**src/rtl/bcd_countdown_timer.sv**
```systemverilog
// Two-digit BCD countdown timer for the traffic-light phase display.
// Loads 00-99, decrements once per prescaled tick, and flags expiry to the phase FSM.

module bcd_digit_dec (
  input  logic [3:0] d,
  input  logic       bin,
  input  logic [3:0] ld,
  output logic [3:0] q,
  output logic       bout,
  output logic [3:0] ldq
);
  assign ldq = (ld > 4'd9) ? 4'd9 : ld;

  always_comb begin
    q    = d;
    bout = 1'b0;
    if (bin) begin
      if (d == 4'd0) begin
        q    = 4'd9;
        bout = 1'b1;
      end else begin
        q = d - 4'd1;
      end
    end
  end
endmodule

module bcd_countdown_timer #(
  parameter int TICK_DIV = 50000000,
  parameter int PW       = 26
) (
  input  logic       Clock,
  input  logic       Resetn,
  input  logic       Load,
  input  logic       Start,
  input  logic       Enable,
  input  logic [3:0] LoadTens,
  input  logic [3:0] LoadOnes,
  output logic [3:0] Tens,
  output logic [3:0] Ones,
  output logic       Running,
  output logic       Zero,
  output logic       Done
);
  localparam int ND = 2;
  localparam logic [PW-1:0] TOP = PW'(TICK_DIV - 1);

  typedef enum logic [1:0] {IDLE, RUN, EXPIRED} state_t;

  state_t               state;
  logic [PW-1:0]        presc;
  logic [ND-1:0][3:0]   dig_q, dig_dec, dig_ld, ld_raw;
  logic [ND:0]          borrow;

  assign ld_raw    = {LoadTens, LoadOnes};
  assign borrow[0] = 1'b1;

  // Per-digit decrement with borrow ripple; digit 0 is the ones digit.
  genvar g;
  generate
    for (g = 0; g < ND; g++) begin : g_dig
      bcd_digit_dec u_dig (
        .d    (dig_q[g]),
        .bin  (borrow[g]),
        .ld   (ld_raw[g]),
        .q    (dig_dec[g]),
        .bout (borrow[g+1]),
        .ldq  (dig_ld[g])
      );
    end
  endgenerate

  assign Tens = dig_q[1];
  assign Ones = dig_q[0];

  always_ff @(posedge Clock or negedge Resetn) begin
    if (!Resetn) begin
      state   <= IDLE;
      dig_q   <= '0;
      presc   <= '0;
      Running <= 1'b0;
      Zero    <= 1'b0;
      Done    <= 1'b0;
    end else begin
      Done <= 1'b0;
      if (Load) begin
        dig_q   <= dig_ld;
        presc   <= '0;
        Zero    <= 1'b0;
        state   <= Start ? RUN : IDLE;
        Running <= Start;
      end else if (Start && state == IDLE) begin
        presc <= '0;
        if (dig_q != '0) begin
          state   <= RUN;
          Running <= 1'b1;
        end else begin
          state <= EXPIRED;
          Zero  <= 1'b1;
          Done  <= 1'b1;
        end
      end else if (state == RUN && Enable) begin
        if (presc == TOP) begin
          presc <= '0;
          // A borrow out of the tens digit means we were already at 00: expire
          // rather than wrap to 99.
          if (dig_dec == '0 || borrow[ND]) begin
            dig_q   <= '0;
            state   <= EXPIRED;
            Running <= 1'b0;
            Zero    <= 1'b1;
            Done    <= 1'b1;
          end else begin
            dig_q <= dig_dec;
          end
        end else begin
          presc <= presc + PW'(1);
        end
      end
    end
  end
endmodule
```
**config.mk**
```make
export PLATFORM = sky130hd
export DESIGN_NAME = bcd_countdown_timer
export DESIGN_NICKNAME = d
export VERILOG_FILES = /design/src/rtl/bcd_countdown_timer.sv
export SDC_FILE = /design/constraint.sdc
export NUM_CORES = 1
export LEC_CHECK = 0
export ABC_CLOCK_PERIOD_IN_PS = 2300
export BUFFER_PORTS_ARGS = -buffer_cell sky130_fd_sc_hd__buf_4
export CAP_MARGIN = 15
export CELL_PAD_IN_SITES_DETAIL_PLACEMENT = 1
export CELL_PAD_IN_SITES_GLOBAL_PLACEMENT = 1
export CORE_UTILIZATION = 30
export CTS_BUF_LIST = sky130_fd_sc_hd__clkbuf_2
export CTS_CLUSTER_SIZE = 16
export DETAILED_ROUTE_END_ITERATION = 7
export GPL_ROUTABILITY_DRIVEN = 0
export HOLD_SLACK_MARGIN = 0.1
export PLACE_DENSITY_LB_ADDON = 0.1
export SYNTH_ARGS = -nofsm -noshare
export SYNTH_HDL_FRONTEND = slang
export SYNTH_SLANG_ARGS = --single-unit
```
**constraint.sdc**
```tcl
create_clock -name Clock -period 2.3 [get_ports Clock]
set_input_delay 0.345 -clock Clock [delete_from_list [all_inputs] [get_ports Clock]]
set_output_delay 0.345 -clock Clock [all_outputs]
set_load 0.05 [all_outputs]
```
## Yosys cells after proc, flatten, opt, wreduce, memory -nomap -nowiden

Index checks and enable logic that the tools add are counted.

| storage, ports and cells | value |
|---|---|
| register bits | 39 |
| input port bits | 13 |
| output and inout port bits | 11 |

| operators by class | value |
|---|---|
| add/sub/neg operators | 3 |
| order comparisons | 2 |
| equality and inequality tests | 5 |
| multiplexer cells | 42 |
| reduce and logical (&&, ||, !) cells | 17 |

Operator list:

| operator | count |
|---|---|
| $mux W26 | 4 |
| $mux W8 | 5 |
| $add A26 B1 Y26 const B | 1 |
| $eq A26 B26 Y1 const B | 1 |
| $mux W1 | 22 |
| $mux W4 | 5 |
| $mux W2 | 6 |
| $reduce_bool A3 Y1 | 3 |
| $gt A4 B4 Y1 const B | 2 |
| $logic_not A4 Y1 | 2 |
| $logic_not A8 Y1 | 1 |
| $reduce_and A4 Y1 | 2 |
| $reduce_bool A8 Y1 | 1 |
| $sub A4 B1 Y4 const B | 2 |
| $reduce_and A3 Y1 | 2 |
| $reduce_bool A2 Y1 | 2 |
| $ne A3 B2 Y1 const B | 1 |
| $ne A3 B3 Y1 const B | 1 |
| $eq A2 B1 Y1 const B | 1 |
| $logic_and A1 B1 Y1 | 2 |
| $logic_not A2 Y1 | 1 |
| $ne A2 B2 Y1 const B | 1 |
| $logic_or A1 B1 Y1 | 1 |

## Logic depth before layout (Yosys ltp)

| depth | value |
|---|---|
| word-level depth | 10 |
| depth in mapped cells | 9 |

## Hierarchy

Synthesis repeated with hierarchy kept, for this count alone.

| second synthesis, totals | value |
|---|---|
| cells, all modules | 258 |
| area total of the unflattened synthesis | 2,364.8 sq um |

By module, submodules not included:

| module | times used | cells an instance | area an instance (sq um) |
|---|---|---|---|
| bcd_countdown_timer | 1 | 226 | 2,107.0 |
| bcd_digit_dec | 2 | 16 | 128.9 |

## Least setup slack after synthesis

No wires, ideal clock.

| timing | value |
|---|---|
| path type | reg2reg |
| start | register dig_q (netlist bit Ones[0]) |
| end | register Zero |
| arrival time | 2,428 ps |
| path slack | -206 ps |
| stages on the path, launching flop included | 7 |
| path through | dfrtp_1 or4_1 clkbuf_1 or3_1 or3_1 o2bb2a_1 a21oi_1 |

| on the way | value |
|---|---|
| cells in the longest elaborated chain, start to end | 7 |

Ends and longest elaborated chain:

| item | RTL line | source |
|---|---|---|
| from (decl) | 52 | `logic [ND-1:0][3:0] dig_q, dig_dec, dig_ld, ld_raw;` |
| from (signal assigned) | 87 | `dig_q <= dig_ld;` |
| from (signal assigned) | 114 | `dig_q <= dig_dec;` |
| parallel branches: the longest is 6 deep, another holds $sub A4 B1 Y4 | n/a |  |
| $reduce_and A4 Y1 (no line) (*) | n/a |  |
| to (signal assigned) | 89 | `Zero <= 1'b0;` |
| to (signal assigned) | 99 | `Zero <= 1'b1;` |
| to (signal assigned) | 111 | `Zero <= 1'b1;` |
| to (decl) | 42 | `output logic Zero,` |

Every way passes the cells marked *.
A chain may end at the register's enable or synchronous reset.

## Final worst setup path

| timing | value |
|---|---|
| start | register presc[10] |
| end | register dig_q (netlist bit Tens[1]) |

| on the way | value |
|---|---|
| cells in the longest elaborated chain, start to end | 3 |

Ends and longest elaborated chain:

| item | RTL line | source |
|---|---|---|
| from (decl) | 51 | `logic [PW-1:0] presc;` |
| from (signal assigned) | 117 | `presc <= presc + PW'(1);` |
| $eq A26 B26 Y1 | 103 | `if (presc == TOP) begin` |
| $reduce_bool A2 Y1 (no line) | n/a |  |
| $reduce_and A3 Y1 (no line) | n/a |  |

Every way passes these cells.

==> impl_metrics.toml <==
[run_status]
status = "finished, violations left"
violations = "setup timing"

[logic_synthesis]
synth-seq-cells = 39
synth_fp_nets = 258
ys_types = 42
synth_edf_count = 0
ys_seq_area_share_pct = 43.92
async_flop_share_pct = 100.0
syn_area_per_cell_um2 = 9.107
synth_flop_cell = "dfrtp_1"
syn_area_mm2 = 0.002222
yosysWarnings = 0
synth_cells = 244

[routing]
vias = 2070
routed_wirelength_um = 6619
ant_nets = 0
drc_errors = 0
drt-pass1-iter-count = 4
viasPerCell = 5.188
drt-initial-drc-count = 38
wire_per_inst_um = 16.59

[timing]
fin_skew_ns = 0.01512
fmax_ghz = 0.4135
fin_crit_sh_pct = 105.2
tightest_slew_ns = 0.7485
drv_slew = 0
hold_ws_ns = 0.1567
hold_violations = 0
rsz0062_at_grt = "true"
setup-tns-final_ns = -0.4401
setup_viol = 7
slew-limit-headroom_pct = 50.00
setup_ws_ns = -0.1185
period_minus_slack_ns = 2.419

[final_layout]
fin_area_mm2 = 0.002849
drive_above_1_share_pct = 25.67
insertedDiodeCount = 0
nets = 313
fillers = 868
syn_to_final_growth_pct = 28.21

[floorplan]
die_w_um = 88.07
die_area_mm2 = 0.007755
start_util_pct = 30.80
die_y_um = 88.07
rows = 31
io_pins = 24
core_area_mm2 = 0.007214

[global_routing]
grt.total_usage_pct = 18.24
grt_pass1_vias = 2121
grt_pass1_wl_um = 10740
grt_overflow = 0
grt_max_degree = 40
antenna_found_initial = 0

[power_and_ir_drop]
netSwitchingFraction_pct = 30.03
switching_power_uw = 420.4
internal-power_uw = 979.5
pwr-share-comb_pct = 18.1
peakVddDrop_uv = 239.7
power_density_mw_per_mm2 = 491.4
power_frac_seq_pct = 51.6
power_leakage_uw = 0.001192
clockPowerShare_pct = 30.3

[worst_setup_path]
ff2ff_path_depth = 5
arrival_ns = 2.74
cp-end-kind = "flop"
critPathKind = "flop to flop"
cp_slowest_cell = "or4b_1"
cp_data_required_time_ns = 2.62
crit_chain = "or4b_1 -> or3_1 -> or4_4 -> o31a_1 -> o31a_1"
crit_path_max_incr_delay_ns = 0.53
cp_max_fo = 7
path_common_cell = "o31a_1"
start_kind = "flop"

[cts]
clk_pin_slew_ns = 0.23
clock_sinks = 39
cts_buffer_depth = 2
cts_buffers = 5
cts_tree = "done"
cts.htree.levels = 2
insertion_delay_ns = 0.39
root_buffer = "clkbuf_2"

[worst_hold_path]
min_path_cells = 3
hp-class = "input port to flop"

[place]
pre_cts_ws_ns = -0.1885
dp.final_hpwl_um = 4925
place_area_mm2 = 0.002749
port_buffers = 23

[job]
maxCapViolCount = 0
## cells by family (layout without fill, tap and decap cells)
group                    Yosys count  in the layout  share of synthesized area, %
AND/OR/NAND/NOR                  111            111                         27.48
AO/OA/AOI/OAI                     58             58                         17.51
flip-flops                        39             39                         43.92
XOR/XNOR                          16             16                         6.307
buffers and inverters             16             72                         2.871
multiplexers                       3              3                         1.351
adder cells (fa/ha/maj)            1              1                        0.5630
## final timing paths
check / from / end / slack [ns]
max in group asynchronous: Resetn / Ones[2]$_DFFE_PN0P_ / 1.47
worst max register to register: presc[10]$_DFFE_PN0P_ / Tens[1]$_DFFE_PN0P_ / -0.12
worst max-delay path: presc[10]$_DFFE_PN0P_ / Tens[1]$_DFFE_PN0P_ / -0.12
worst min-delay path: LoadOnes[2] / Ones[2]$_DFFE_PN0P_ / 0.16
worst min register to register: presc[25]$_DFFE_PN0P_ / presc[25]$_DFFE_PN0P_ / 0.50
min in group asynchronous: Resetn / Tens[3]$_DFFE_PN0P_ / 0.44
## timing repair
action	4_1_cts	5_1_grt
hold endpoints to repair	39	0
endpoints found under the setup margin	23	24
resized for setup	1	5
pin swaps	3	2
buffers inserted	0	1
hold buffers	1	0
## worst max-delay path, delay by kind of cell (launching register included)
kind	cells	cell delay (ns)
AOI/OAI and AO/OA	2	0.53
DFF	1	0.43
and+or+nand+nor	3	1.39
## cell type report
class,instances,area [um2],share of cell area (%)
timing repair buffer,60,469.2,16.47
clock buffer,5,25.02,0.8783
sequential,39,979.7,34.39
tap,99,123.9,4.348
multi-input combinational,189,1197,42.03
inverter,4,15.01,0.5270
clock inverter,3,38.79,1.361
## power groups by stage
| stage | combinational [uW] | sequential [uW] | clock, uW |
|---|---|---|---|
| 2_1_floorplan | 80.5 | 790 | 0 |
| 3_3_place_gp | 252 | 734 | 0 |
| 3_5_place_dp | 254 | 734 | 0 |
| 4_1_cts | 256 | 722 | 444 |
| 5_1_grt | 275 | 726 | 457 |
| 6_report | 253 | 722 | 425 |
## cells in the final DEF, fill, tap and decap left out, types with 3 or more instances in the layout
| cell | n |
|---|---|
| a41oi_1 | 3 |
| dfrtp_1 | 36 |
| mux2i_1 | 3 |
| a22o_1 | 4 |
| o31a_1 | 4 |
| buf_4 | 57 |
| nand2b_1 | 3 |
| nand3_1 | 12 |
| o21ai_0 | 11 |
| nor2b_1 | 3 |
| dfrtp_2 | 3 |
| nor2_1 | 25 |
| xnor2_1 | 9 |
| o21bai_1 | 3 |
| nand4_1 | 8 |
| o21ai_1 | 3 |
| nor4_1 | 6 |
| and4_1 | 4 |
| a31oi_1 | 10 |
| inv_1 | 4 |
| nand2_1 | 16 |
| nor3_1 | 5 |
| or4_1 | 4 |
| or3_1 | 6 |
| nand3b_1 | 3 |
| and3_1 | 5 |
| a21oi_1 | 7 |
| clkbuf_2 | 5 |
| xor2_1 | 7 |
| a21o_1 | 3 |
## per-layer routing
layer	track usage, %	vias up	wire length, um
li1	-	1018	-
met1	25.94	1030	3328
met2	29.46	20	3099
met3	2.828	2	162
met4	3.519	0	28
met5	0	-	0
## stage by stage
stage	cells	total power (uW)	util, %
2_1_floorplan	244	870.3	-
3_3_place_gp	389	986.0	38.10
3_5_place_dp	389	988.1	38.10
4_1_cts	398	1422	39.18
5_1_grt	399	1457	39.49
6_report	399	1400	39.49
## synth_stat cells, drive strengths merged, types with 6 or more instances
cell / count / share of area [%]
nand3: 12 / 2.7
nand4: 8 / 2.3
a31oi: 10 / 2.8
xor2: 7 / 2.8
xnor2: 9 / 3.5
nor2: 25 / 4.2
nor4: 7 / 2.0
clkbuf: 9 / 1.5
a21oi: 8 / 1.8
dfrtp: 39 / 44
and4: 6 / 2.5
nand2: 16 / 2.7
or3: 6 / 1.7
o21ai: 14 / 3.2
## flip-flops by register name, summed over array words and instances (netlist names)
name	count
Done	1
Ones	4
Running	1
Tens	4
Zero	1
presc	26
state	2
Note: power is estimated with default switching activity, not from simulation.
